===== config.mk =====
export PLATFORM = sky130hd
export DESIGN_NAME = mem_bus_arbiter
export DESIGN_NICKNAME = d
export VERILOG_FILES = /design/src/rtl/mem_bus_arbiter.sv
export SDC_FILE = /design/constraint.sdc
export NUM_CORES = 1
export LEC_CHECK = 0
export BUFFER_PORTS_ARGS = -buffer_cell sky130_fd_sc_hd__buf_2
export CAP_MARGIN = 25
export CORE_MARGIN = 2
export CORE_UTILIZATION = 50
export CTS_CLUSTER_SIZE = 24
export DETAILED_ROUTE_END_ITERATION = 10
export PLACE_DENSITY = 0.93
export SYNTH_ARGS = -nofsm -noshare
export SYNTH_HDL_FRONTEND = slang
export SYNTH_SLANG_ARGS = --single-unit
export TNS_END_PERCENT = 10

===== constraint.sdc =====
create_clock -name clk -period 3.49 [get_ports clk]
set_input_delay 0.698 -clock clk [delete_from_list [all_inputs] [get_ports clk]]
set_output_delay 0.698 -clock clk [all_outputs]
set_load 0.005 [all_outputs]

===== src/rtl/mem_bus_arbiter.sv =====
// Shares one SRAM bus between instruction fetch and MEM-stage data access,
// sequences fixed-latency accesses and builds the pipeline stall vector.
module mem_bus_arbiter #(
    parameter int unsigned WAIT_STATES = 2  // extra bus cycles per access, 0..15
) (
    input  logic        clk,
    input  logic        rst,
    input  logic        if_req,
    input  logic [31:0] if_addr,
    output logic [31:0] if_inst,
    input  logic        mem_req,
    input  logic        mem_we,
    input  logic [3:0]  mem_sel,
    input  logic [31:0] mem_addr,
    input  logic [31:0] mem_wdata,
    output logic [31:0] mem_rdata,
    input  logic        stallreq_id,
    input  logic        stallreq_ex,
    output logic [5:0]  stall,
    output logic        bus_ce,
    output logic        bus_we,
    output logic [3:0]  bus_sel,
    output logic [31:0] bus_addr,
    output logic [31:0] bus_wdata,
    input  logic [31:0] bus_rdata,
    output logic [1:0]  dbg_state
);
    // Handshake: a port holds its request until the stall it causes is
    // released; the DONE cycle is the completion beat in which data is valid.
    typedef enum logic [1:0] {
        IDLE = 2'd0,
        DACC = 2'd1,
        IACC = 2'd2,
        DONE = 2'd3
    } state_t;

    state_t      state_q, state_d;
    logic [3:0]  cnt_q, cnt_d;
    logic        if_done_q, if_done_d;
    logic        mem_done_q, mem_done_d;
    logic        bus_ce_q, bus_ce_d;
    logic        bus_we_q, bus_we_d;
    logic [3:0]  bus_sel_q, bus_sel_d;
    logic [31:0] bus_addr_q, bus_addr_d;
    logic [31:0] bus_wdata_q, bus_wdata_d;
    logic [31:0] if_inst_q, if_inst_d;
    logic [31:0] mem_rdata_q, mem_rdata_d;
    logic        mem_stall, if_stall;

    always_ff @(posedge clk) begin
        if (rst) begin
            state_q     <= IDLE;
            cnt_q       <= 4'd0;
            if_done_q   <= 1'b0;
            mem_done_q  <= 1'b0;
            bus_ce_q    <= 1'b0;
            bus_we_q    <= 1'b0;
            bus_sel_q   <= 4'h0;
            bus_addr_q  <= 32'h0;
            bus_wdata_q <= 32'h0;
            if_inst_q   <= 32'h0;
            mem_rdata_q <= 32'h0;
        end else begin
            state_q     <= state_d;
            cnt_q       <= cnt_d;
            if_done_q   <= if_done_d;
            mem_done_q  <= mem_done_d;
            bus_ce_q    <= bus_ce_d;
            bus_we_q    <= bus_we_d;
            bus_sel_q   <= bus_sel_d;
            bus_addr_q  <= bus_addr_d;
            bus_wdata_q <= bus_wdata_d;
            if_inst_q   <= if_inst_d;
            mem_rdata_q <= mem_rdata_d;
        end
    end

    always_comb begin
        state_d     = state_q;
        cnt_d       = cnt_q;
        if_done_d   = if_done_q;
        mem_done_d  = mem_done_q;
        bus_ce_d    = bus_ce_q;
        bus_we_d    = bus_we_q;
        bus_sel_d   = bus_sel_q;
        bus_addr_d  = bus_addr_q;
        bus_wdata_d = bus_wdata_q;
        if_inst_d   = if_inst_q;
        mem_rdata_d = mem_rdata_q;
        case (state_q)
            IDLE: begin
                if (mem_req) begin
                    state_d     = DACC;
                    bus_ce_d    = 1'b1;
                    bus_we_d    = mem_we;
                    bus_sel_d   = mem_sel;
                    bus_addr_d  = mem_addr;
                    bus_wdata_d = mem_wdata;
                    cnt_d       = 4'(WAIT_STATES);
                end else if (if_req) begin
                    state_d    = IACC;
                    bus_ce_d   = 1'b1;
                    bus_we_d   = 1'b0;
                    bus_sel_d  = 4'hF;
                    bus_addr_d = if_addr;
                    cnt_d      = 4'(WAIT_STATES);
                end
            end
            DACC, IACC: begin
                if (cnt_q != 4'd0) begin
                    cnt_d = cnt_q - 4'd1;
                end else begin
                    if (state_q == DACC) begin
                        if (!bus_we_q) mem_rdata_d = bus_rdata;
                        mem_done_d = 1'b1;
                    end else begin
                        if_inst_d = bus_rdata;
                        if_done_d = 1'b1;
                    end
                    bus_ce_d  = 1'b0;
                    bus_we_d  = 1'b0;
                    bus_sel_d = 4'h0;
                    state_d   = DONE;
                end
            end
            // No grant here: the finishing request is still high this cycle.
            DONE: begin
                if_done_d  = 1'b0;
                mem_done_d = 1'b0;
                state_d    = IDLE;
            end
            default: state_d = IDLE;
        endcase
    end

    assign mem_stall = mem_req & ~mem_done_q;
    assign if_stall  = if_req & ~if_done_q;

    always_comb begin
        stall = 6'b000000;
        if (rst)              stall = 6'b000000;
        else if (mem_stall)   stall = 6'b011111;
        else if (stallreq_ex) stall = 6'b001111;
        else if (stallreq_id) stall = 6'b000111;
        else if (if_stall)    stall = 6'b000011;
    end

    assign if_inst   = if_inst_q;
    assign mem_rdata = mem_rdata_q;
    assign bus_ce    = bus_ce_q;
    assign bus_we    = bus_we_q;
    assign bus_sel   = bus_sel_q;
    assign bus_addr  = bus_addr_q;
    assign bus_wdata = bus_wdata_q;
    assign dbg_state = state_q;
endmodule


==> results of run 1 <==
[kinds of logic (layout without fill, tap and decap cells)]
kind of cell | after synthesis | in the layout | synth area share [%]
compound gates | 159 | 159 | 15.24
fa+ha+maj | 7 | 7 | 1.443
mux | 73 | 73 | 12.14
simple gates | 228 | 228 | 18.74
buf+inv | 67 | 325 | 5.526
flops | 142 | 142 | 46.85
other cells | 1 | 1 | 0.06180
[per-layer routing]
metal | track usage, % | wire [um] | vias up
met5 | 0 | 0 | -
met2 | 40.95 | 8155 | 233
li1 | - | - | 2818
met4 | 9.268 | 425 | 0
met1 | 27.32 | 6332 | 2620
met3 | 6.564 | 1104 | 34
[state kept, by name (all words and copies together), names as in the netlist]
register / cells
bus_we: 1
mem_done_q: 1
if_inst: 32
mem_rdata: 32
if_done_q: 1
dbg_state: 2
bus_ce: 1
bus_sel: 4
bus_wdata: 32
cnt_q: 4
bus_addr: 32
[through the flow]
stage | hold WS [ns] | instances | power (mW) | setup slack (ns)
CTS | 0.4526 | 1080 | 6.743 | 1.042
global placement | 0.4386 | 1050 | 4.790 | 1.145
global route | 0.4686 | 1082 | 7.182 | 0.8927
finish | 0.4507 | 1082 | 6.752 | 0.9836
floorplan | 0.4490 | 677 | 4.106 | 1.084
detailed placement | 0.4446 | 1050 | 4.866 | 1.053
[path summary, 6_finish.rpt]
check | from | slack (ns) | cells after the start | to
min | bus_wdata[20] | 0.45 | 2 | bus_wdata[20]
max reg2reg | dbg_state[0] | 1.06 | 5 | if_inst[14]
min reg2reg | bus_wdata[20] | 0.45 | 2 | bus_wdata[20]
max | mem_req | 0.98 | 5 | stall[0]
[power by group through the flow]
stage	sequential, mW	clock (mW)	combinational [mW]
after floorplan	2.35	0	1.76
after global placement	2.31	0	2.48
after detailed placement	2.32	0	2.54
after CTS	2.30	1.88	2.56
after global routing	2.35	1.96	2.88
final	2.30	1.85	2.60
[worst max-delay path: stages]
cell     delay (ns)
buf_2          0.24
nor2b_1        0.29
nor3_1         0.09
o21ai_0        0.28
buf_2          0.20
[cell usage in the layout, fill, tap and decap left out, types with 5 or more instances in the layout]
cell | synthesis | final
a211oi_1 | 37 | 37
a21oi_1 | 70 | 70
buf_2 | 7 | 278
buf_4 | 3 | 11
clkbuf_16 | 0 | 17
dfxtp_1 | 142 | 142
ha_1 | 7 | 7
mux2_2 | 5 | 5
mux2i_1 | 68 | 68
nand2_1 | 67 | 67
nand2b_1 | 70 | 70
nand3_1 | 33 | 33
nor2_1 | 41 | 41
nor2b_1 | 6 | 5
o21ai_0 | 40 | 40
[area by class of cell]
class / count / area, um^2
clock buffer: 18 / 439.2
clock inverter: 12 / 170.2
fill: 938 / 3837
inverter: 4 / 15.01
multi-input combinational: 468 / 2907
sequential: 142 / 2843
tap: 147 / 183.9
timing repair buffer: 291 / 1516
==> summary.txt, run 1 <==
Outcome
  – Run status: complete, no violations

Logic synthesis
  – Synth cell types: 35
  – Area share of the largest cell type after synthesis: 46.85%
  – Ys Warns: 0
  – Syn Area/Cell: 8.964 um^2
  – Seq/Total Area, Yosys: 46.85%
  – Synth Flop Type: dfxtp_1
  – Seq cells post-synth: 142
  – Post-synth EDFFs: 0
  – Post-synth ARST share: 0%
  – Yosys top cell by area: dfxtp_1
  – Top post-synthesis cells by area: dfxtp_1 (47%), mux2i_1 (11%), nand2b_1 (7.2%)
  – Top-count cell post-synth: dfxtp_1
  – Syn Nets: 823
  – Syn Inst Count: 677
  – Top cells by count, synth: dfxtp_1 (142), a21oi_1 (70), nand2b_1 (70)
  – Synthesized area: 6068 um^2

Global routing
  – First-pass GRT wire length: 24,600 um
  – Vias in the first global route: 5,261
  – All-Layer GR Usage: 23.49%
  – Grt ovf: 0
  – Initial antenna violation count: 0
  – Largest net degree at the start of global routing: 82

Placed design
  – Port bufs: 279
  – Cell area after placement: 7422 um^2
  – GPL Wtd Cong: 0.8187
  – Post-DP HPWL: 11,300 um

Clock tree
  – H-tree depth: 4
  – Hold-fix buffers, CTS: 0
  – Post_cts resized: 0
  – CTS tree: yes
  – CTS clk-pin slew, worst paths: 0.05 ns
  – Postcts setup bufs: 0
  – Total CTS buffers: 17
  – CTS root buf: clkbuf_16
  – CTS sink cnt: 142
  – Longest Clk Path Bufs: 2
  – Clk_lat worst skew: 0.40 ns

Route
  – Vias post-DR: 5,705
  – Final WL: 16,020 um
  – Pre-antenna DRT Iters: 4
  – Detailed Route Iter0 Violations: 480
  – Detail Route Antenna Nets: 0
  – DR WL/cell: 14.80 um
  – Vias per std cell: 5.273
  – DRC errors left: 0

Final layout
  – ANT cells: 0
  – Area Overhead vs Synth: 33.05%
  – Nets: 1,070
  – Design Area, Final: 8074 um^2
  – Share of layout cells above drive strength 1: 35.61%
  – Layout Utilization: 67.78%

Pwr
  – Switch share: 35.99%
  – Comb pwr share: 38.5%
  – Clk network pwr share: 27.5%
  – Leakage Power: 3.734 nW
  – Max VDD drop: 367.2 uV
  – Power Internal: 4.322 mW
  – Pwr dens: 836.3 nW/um^2
  – Sequential Power Share: 34.0%
  – Switch Pwr: 2.430 mW

Timing
  – Slew HR: 54.56%
  – Finish-stage setup viols: 0
  – Min cycle time layout: 2.506 ns
  – Least-Margin Pin Slew: 0.6786 ns
  – FMAX: 0.3990 GHz
  – Skew final: 0.006756 ns
  – Final Hold Fails: 0
  – Final TNS setup: 0 ns
  – RSZ-0062 raised after global routing: false
  – Period utilization: 71.82%
  – Max-slew violations: 0

Critical path
  – CP endpoint kind: output pin
  – Critical Path Fanout Max: 13
  – Required time worst endpoint: 2.79 ns
  – Critical path arrival: 1.81 ns
  – CP Launch Type: input pin
  – Critical path class: in -> out

Floorplan
  – DIE WIDTH: 114.2 um
  – Die height: 114.2 um
  – Initial Utilization: 50.95%
  – Rows: 40
  – Die Area: 13,030 um^2
  – Core Area: 11,910 um^2
  – # IOs: 281

Min path
  – Hold Path Class: reg -> reg

Flow run
  – Max-Cap Viols: 0
Power figures use the tool's default switching activity.
==> run 2: changes to the inputs <==
--- a/config.mk
+++ b/config.mk
@@ -5,13 +5,14 @@
 export SDC_FILE = /design/constraint.sdc
 export NUM_CORES = 1
 export LEC_CHECK = 0
+export ABC_AREA = 1
 export BUFFER_PORTS_ARGS = -buffer_cell sky130_fd_sc_hd__buf_2
 export CAP_MARGIN = 25
 export CORE_MARGIN = 2
-export CORE_UTILIZATION = 50
+export CORE_UTILIZATION = 45
 export CTS_CLUSTER_SIZE = 24
 export DETAILED_ROUTE_END_ITERATION = 10
-export PLACE_DENSITY = 0.93
+export PLACE_DENSITY = 0.87
 export SYNTH_ARGS = -nofsm -noshare
 export SYNTH_HDL_FRONTEND = slang
 export SYNTH_SLANG_ARGS = --single-unit
==> constraint.sdc (replaced) <==
create_clock -name clk -period 2.6 [get_ports clk]
set_input_delay 0.52 -clock clk [delete_from_list [all_inputs] [get_ports clk]]
set_output_delay 0.52 -clock clk [all_outputs]
set_load 0.005 [all_outputs]
==> summary.txt, run 2 <==
Outcome
  – Run status: complete, no violations

Timing
  – RSZ-0062 raised after global routing: false
  – FMAX: 0.4608 GHz
  – Skew final: 0.009401 ns (+0.002645 ns)
  – Period utilization: 83.47%
  – Min cycle time layout: 2.170 ns
  – Hold slack: 0.3518 ns (-0.09890 ns)
  – Max-slew violations: 0 (unchanged)
  – Final Hold Fails: 0 (unchanged)
  – Least-Margin Pin Slew: 0.9392 ns (+0.2606 ns)
  – Final TNS setup: 0 ns (unchanged)
  – Slew HR: 37.32% (-17 points)
  – Finish-stage setup viols: 0 (unchanged)

Pwr
  – Sequential Power Share: 39.0% (+5.0 points)
  – Switch Pwr: 2.887 mW (+19%)
  – Comb pwr share: 33.1% (-5.4 points)
  – Max VDD drop: 404.1 uV (+10%)
  – Power Internal: 5.299 mW (+23%)
  – Switch share: 35.27% (-0.72 points)
  – Leakage Power: 3.748 nW (+0.37%)
  – Pwr dens: 1102 nW/um^2 (+32%)
  – Clk network pwr share: 27.9% (+0.4 points)

Global routing
  – Initial antenna violation count: 1 (+1)
  – First-pass GRT wire length: 24,020 um (-2.4%)
  – Grt ovf: 0 (unchanged)
  – Vias in the first global route: 5,135 (-2.4%)
  – Largest net degree at the start of global routing: 101 (+23%)
  – All-Layer GR Usage: 23.13% (-0.37 points)

Logic synthesis
  – Synthesized area: 5474 um^2 (-9.8%)
  – Post-synth EDFFs: 0 (unchanged)
  – Seq/Total Area, Yosys: 51.93% (+5.1 points)
  – Top post-synthesis cells by area: dfxtp_1 (52%), nor2_1 (14%), o21ai_0 (9.5%)
  – Syn Nets: 870 (+5.7%)
  – Yosys top cell by area: dfxtp_1
  – Seq cells post-synth: 142 (unchanged)
  – Syn Area/Cell: 7.561 um^2 (-16%)
  – Top cells by count, synth: nor2_1 (206), dfxtp_1 (142), o21ai_0 (104)
  – Top-count cell post-synth: nor2_1
  – Ys Warns: 0 (unchanged)
  – Synth cell types: 23 (-34%)
  – Area share of the largest cell type after synthesis: 51.93% (+5.1 points)
  – Post-synth ARST share: 0% (unchanged)
  – Synth Flop Type: dfxtp_1
  – Syn Inst Count: 724 (+6.9%)

Floorplan
  – Die Area: 13,060 um^2 (+0.22%)
  – DIE WIDTH: 114.3 um (+0.11%)
  – Initial Utilization: 45.76% (-5.2 points)
  – Die height: 114.3 um (+0.11%)
  – # IOs: 281 (unchanged)
  – Rows: 40 (unchanged)
  – Core Area: 11,960 um^2 (+0.42%)

Clock tree
  – CTS sink cnt: 142 (unchanged)
  – Hold-fix buffers, CTS: 0 (unchanged)
  – CTS clk-pin slew, worst paths: 0.06 ns (about the same)
  – H-tree depth: 4 (unchanged)
  – Clk_lat worst skew: 0.41 ns (about the same)
  – Longest Clk Path Bufs: 2 (unchanged)
  – Post_cts resized: 0 (unchanged)
  – Total CTS buffers: 17 (unchanged)
  – CTS root buf: clkbuf_16
  – CTS tree: yes
  – Postcts setup bufs: 0 (unchanged)

Critical path
  – Critical path class: reg -> reg
  – Critical path's slowest cell: ha_1
  – Stages on the worst setup path: 7 (+2)
  – CP endpoint kind: flip-flop
  – Required time worst endpoint: 2.89 ns (+0.10 ns)
  – Most frequent CP cell: nor2_1
  – Critical Path Fanout Max: 32 (+19)
  – CP Launch Type: flip-flop
  – Worst Path Buf+Inv: 2 (unchanged)
  – Worst path max stage delay: 0.47 ns (+0.18 ns)
  – Critical path arrival: 2.46 ns (+0.65 ns)
  – CP top delay family: simple AND/OR/NAND/NOR gates
  – FF-to-FF path depth: 7 (+2)
  – CP cell instances: inv_1 > ha_1 > nand3_2 > nor2_4 > inv_2 > nor2_1 > nor2_1

Route
  – Vias per std cell: 4.995 (-5.3%)
  – Met3 routed WL: 1057 um (-4.3%)
  – Detailed Route Iter0 Violations: 439 (-8.5%)
  – DRC errors left: 0 (unchanged)
  – Pre-antenna DRT Iters: 5 (+1)
  – Final WL: 15,320 um (-4.3%)
  – Highest routed layer: met4
  – Metal-1 WL: 6235 um (-1.5%)
  – Met2 Wirelength: 7696 um (-5.6%)
  – Vias post-DR: 5,699 (-0.11%)
  – DR WL/cell: 13.43 um (-9.3%)
  – Detail Route Antenna Nets: 0 (unchanged)

Final layout
  – Most common cell after layout, fill and taps aside: buf_2
  – Share of layout cells above drive strength 1: 33.33% (-2.3 points)
  – Area Overhead vs Synth: 35.63%
  – Nets: 1,126 (+5.2%)
  – Most frequent cells in the layout: buf_2 (279), nor2_1 (206), dfxtp_1 (142), o21ai_0 (104), nand2_1 (100)

Min path
  – Hold Path Class: in -> reg
  – Worst Hold Path Cells: 3 (+1)

Placed design
  – Post-DP HPWL: 11,020 um (-2.5%)
  – GPL Wtd Cong: 0.8241 (+0.66%)
  – Port bufs: 279 (unchanged)

Flow run
  – Max-Cap Viols: 0 (unchanged)
==> run 2: changes by cell type after synthesis, moves of 33 or more <==
cell / before / now
a21oi_1: 70 / 12
o21ai_0: 40 / 104
nand2_1: 67 / 100
nor2_1: 41 / 206
nand2b_1: 70 / 0
mux2i_1: 68 / 0
a211oi_1: 37 / 0
==> run 2: metal layers <==
layer,track usage [%],vias to the layer above
met3,6.776,26
met2,40.16,238
met5,0,-
met4,10.00,0
li1,-,2867
met1,26.46,2568
==> run 2: final cells by class <==
| class | count | area [um^2] |
|---|---|---|
| fillers | 1093 | 4537 |
| flip-flops and latches | 142 | 2843 |
| multi-input cells | 511 | 2296 |
| repair buffers | 286 | 1449 |
| clock buffers | 19 | 452.9 |
| well taps | 147 | 183.9 |
| clock inverters | 13 | 113.9 |
| inverters | 22 | 83.83 |
| diodes | 1 | 2.502 |
==> run 2: logic make-up after synthesis <==
group	Yosys count	synth area share, %
flip-flops	142	51.93
AND/OR/NAND/NOR	322	22.93
adder cells (fa/ha/maj)	7	1.600
buffers and inverters	71	6.126
other	1	0.06851
AO/OA/AOI/OAI	181	17.35
==> run 2: worst reg2reg max path: cells and delay by family (launching register included) <==
kind | cells | cell delay (ns)
adders and majority gates | 1 | 0.47
buffers and inverters | 2 | 0.40
DFF | 1 | 0.40
and+or+nand+nor | 4 | 0.78
==> run 2: power groups by stage <==
stage / Combinational (mW) / Clock, mW / Sequential (mW)
global route: 3.10 / 2.43 / 3.27
floorplan: 1.62 / 0 / 3.26
detailed placement: 2.72 / 0 / 3.22
CTS: 2.73 / 2.33 / 3.19
finish: 2.71 / 2.29 / 3.19
global placement: 2.64 / 0 / 3.21
==> run 2: worst paths after layout <==
check	from	endpoint	slack (ns)
hold reg to reg	bus_sel[3]	bus_sel[3]	0.46
hold / removal	bus_rdata[12]	if_inst[12]	0.35
setup / recovery	dbg_state[0]	if_inst[13]	0.43
setup reg to reg	dbg_state[0]	if_inst[13]	0.43
==> run 2: per-stage QoR <==
stage	util [%]	power (mW)	setup WS, ns	std cells	instance area [um^2]
after floorplan	-	4.881	0.8693	724	5474
after CTS	62.05	8.259	0.3943	1140	7422
after global routing	62.05	8.797	0.2372	1140	7422
after detailed placement	57.31	5.936	0.4178	1108	6855
after global placement	57.31	5.852	0.5012	1108	6855
final	62.07	8.185	0.4298	1141	7425
==> run 3: changes to the inputs <==
--- a/config.mk
+++ b/config.mk
@@ -5,14 +5,14 @@
 export SDC_FILE = /design/constraint.sdc
 export NUM_CORES = 1
 export LEC_CHECK = 0
-export ABC_AREA = 1
+export ABC_AREA = 0
 export BUFFER_PORTS_ARGS = -buffer_cell sky130_fd_sc_hd__buf_2
 export CAP_MARGIN = 25
 export CORE_MARGIN = 2
-export CORE_UTILIZATION = 45
+export CORE_UTILIZATION = 47
 export CTS_CLUSTER_SIZE = 24
 export DETAILED_ROUTE_END_ITERATION = 10
-export PLACE_DENSITY = 0.87
+export PLACE_DENSITY = 0.88
 export SYNTH_ARGS = -nofsm -noshare
 export SYNTH_HDL_FRONTEND = slang
 export SYNTH_SLANG_ARGS = --single-unit
==> constraint.sdc (replaced) <==
create_clock -name clk -period 2 [get_ports clk]
set_input_delay 0.4 -clock clk [delete_from_list [all_inputs] [get_ports clk]]
set_output_delay 0.4 -clock clk [all_outputs]
set_load 0.005 [all_outputs]
==> summary.txt, run 3 (same netlist as run 1, synthesis figures left out) <==
Floorplan
  – # IOs: 281 (unchanged)
  – Initial Utilization: 48.09% (+2.3 points)
  – Core Area: 12,620 um^2 (+5.5%)
  – DIE WIDTH: 117.6 um (+2.9%)
  – Die Area: 13,840 um^2 (+5.9%)
  – Die height: 117.6 um (+2.9%)
  – Rows: 41 (+2.5%)

Placed design
  – Post-DP HPWL: 11,580 um (+5.1%)
  – GPL Wtd Cong: 0.8651 (+5.0%)
  – Cells after DPL: 1,086 (-2.0%)
  – Port bufs: 279 (unchanged)
  – Cell area after placement: 7599 um^2 (+11%)
  – Post-Place Worst Slack: 0.07630 ns (-0.3415 ns)

Route
  – Detail Route Antenna Nets: 0 (unchanged)
  – DRC errors left: 0 (unchanged)
  – Vias per std cell: 5.128 (+2.7%)
  – DR WL/cell: 14.17 um (+5.5%)
  – Vias post-DR: 5,733 (+0.60%)
  – Pre-antenna DRT Iters: 5 (unchanged)
  – Detailed Route Iter0 Violations: 376 (-14%)
  – Final WL: 15,840 um (+3.4%)

Clock tree
  – Total CTS buffers: 17 (unchanged)
  – CTS tree: yes
  – CTS sink cnt: 142 (unchanged)
  – CTS clk-pin slew, worst paths: 0.06 ns (about the same)
  – Clk_lat worst skew: 0.41 ns (about the same)
  – Postcts setup bufs: 0 (unchanged)
  – H-tree depth: 4 (unchanged)
  – CTS root buf: clkbuf_16
  – Longest Clk Path Bufs: 2 (unchanged)

Min path
  – Hold Path Class: in -> reg

Timing
  – Setup WS post-layout: 0.1029 ns (-0.3269 ns)
  – Min cycle time layout: 1.897 ns (-0.2731 ns)
  – Final TNS setup: 0 ns (unchanged)
  – FMAX: 0.5271 GHz (+14%)
  – Slew HR: 65.38% (+28 points)
  – Least-Margin Pin Slew: 0.5192 ns (-0.4199 ns)
  – Finish-stage setup viols: 0 (unchanged)
  – Skew final: 0.008364 ns (-0.001038 ns)
  – Final Hold Fails: 0 (unchanged)
  – RSZ-0062 raised after global routing: true
  – Max-slew violations: 0 (unchanged)
  – Period utilization: 94.86% (+11 points)

Critical path
  – Critical Path Fanout Max: 32 (unchanged)
  – CP cell instances: inv_1 > ha_1 > or3b_1 > nor3b_4 > buf_12 > mux2i_1
  – CP Launch Type: flip-flop
  – Critical path class: reg -> reg
  – Critical path arrival: 2.22 ns (-0.24 ns)
  – Worst Path Buf+Inv: 2 (unchanged)
  – Worst path max stage delay: 0.45 ns (-0.02 ns)
  – Critical path's slowest cell: or3b_1
  – CP top delay family: simple AND/OR/NAND/NOR gates
  – CP endpoint kind: flip-flop
  – Required time worst endpoint: 2.32 ns (-0.57 ns)

Flow run
  – Max-Cap Viols: 0 (unchanged)

Global routing
  – Grt ovf: 0 (unchanged)
  – Largest net degree at the start of global routing: 75 (-26%)
  – First-pass GRT wire length: 25,020 um (+4.2%)
  – Vias in the first global route: 5,319 (+3.6%)
  – Initial antenna violation count: 0 (-1)
  – All-Layer GR Usage: 21.99% (-1.1 points)

Final layout
  – Most common cell after layout, fill and taps aside: buf_2
  – Final std cells w/o fill: 1,118 (-2.0%)
  – Design Area, Final: 8179 um^2 (+10%)
  – ANT cells: 0 (-1)
  – Most frequent cells in the layout: buf_2 (278), dfxtp_1 (142), a21oi_1 (70), nand2b_1 (70), mux2i_1 (68)
  – Fill count: 1,066 (-2.5%)
  – Share of layout cells above drive strength 1: 35.84% (+2.5 points)
  – Nets: 1,079 (-4.2%)
  – Area Overhead vs Synth: 34.78%

Pwr
  – Pwr dens: 1440 nW/um^2 (+31%)
  – Max VDD drop: 903.9 uV (+120%)
  – Leakage Power: 3.780 nW (+0.83%)

Outcome
  – Run status: complete, no violations
## run 3: changes by cell type in the layout (fill, tap and decap cells not counted), sizes merged, moves of 19 or more
cell and change:
nor2 -169, o21ai -96, nand3 +23, a211oi +37
a31oi -30, nand2b +70, a21oi +58, nand2 -34
inv -19, mux2i +68
## run 3: final timing paths
check / startpoint / endpoint / slack, ns / cells after the start
max reg2reg: cnt_q[0] / if_inst[13] / 0.10 / 6
min: mem_wdata[26] / bus_wdata[26] / 0.23 / 3
min reg2reg: bus_wdata[2] / bus_wdata[2] / 0.45 / 2
max: cnt_q[0] / if_inst[13] / 0.10 / 6
## run 3: tightest hold or removal path: cells and delay by family
family | cells | cell delay [ns]
AO/OA/AOI/OAI | 1 | 0.05
buffers and inverters | 1 | 0.09
AND/OR/NAND/NOR | 1 | 0.04
## run 3: cell type report
type	instances	area, um^2	share of cell area, %
multi-input combinational	468	2912	35.60
tap	172	215.2	2.631
timing repair buffer	300	1623	19.84
clock buffer	26	489.2	5.981
inverter	4	15.01	0.1836
clock inverter	6	82.58	1.010
sequential	142	2843	34.76
## run 3: metal layers
metal	vias up	wire [um]	GRT usage [%]
met3	47	993	5.572
li1	2837	-	-
met5	-	0	0
met1	2620	6549	25.47
met2	229	7777	37.72
met4	0	518	10.84
## run 3: metrics by stage
| stage | hold slack (ns) | power (mW) | util, % |
|---|---|---|---|
| detailed placement | 0.4447 | 8.764 | 60.21 |
| floorplan | 0.4490 | 7.165 | - |
| global placement | 0.4392 | 8.619 | 60.21 |
| CTS | 0.2093 | 11.81 | 64.74 |
| finish | 0.2265 | 11.77 | 64.81 |
| global route | 0.2137 | 12.51 | 64.81 |
## run 3: where the power goes
part           switching, mW  internal, mW
Combinational           2.74          2.00
Clock                   1.09          1.93
Sequential             0.413          3.60
## run 3: what timing repair did
action,CTS,global route
hold buffers,0,0
gates resized for setup,0,3
hold endpoints to repair,0,0
endpoints found under the setup margin,0,4
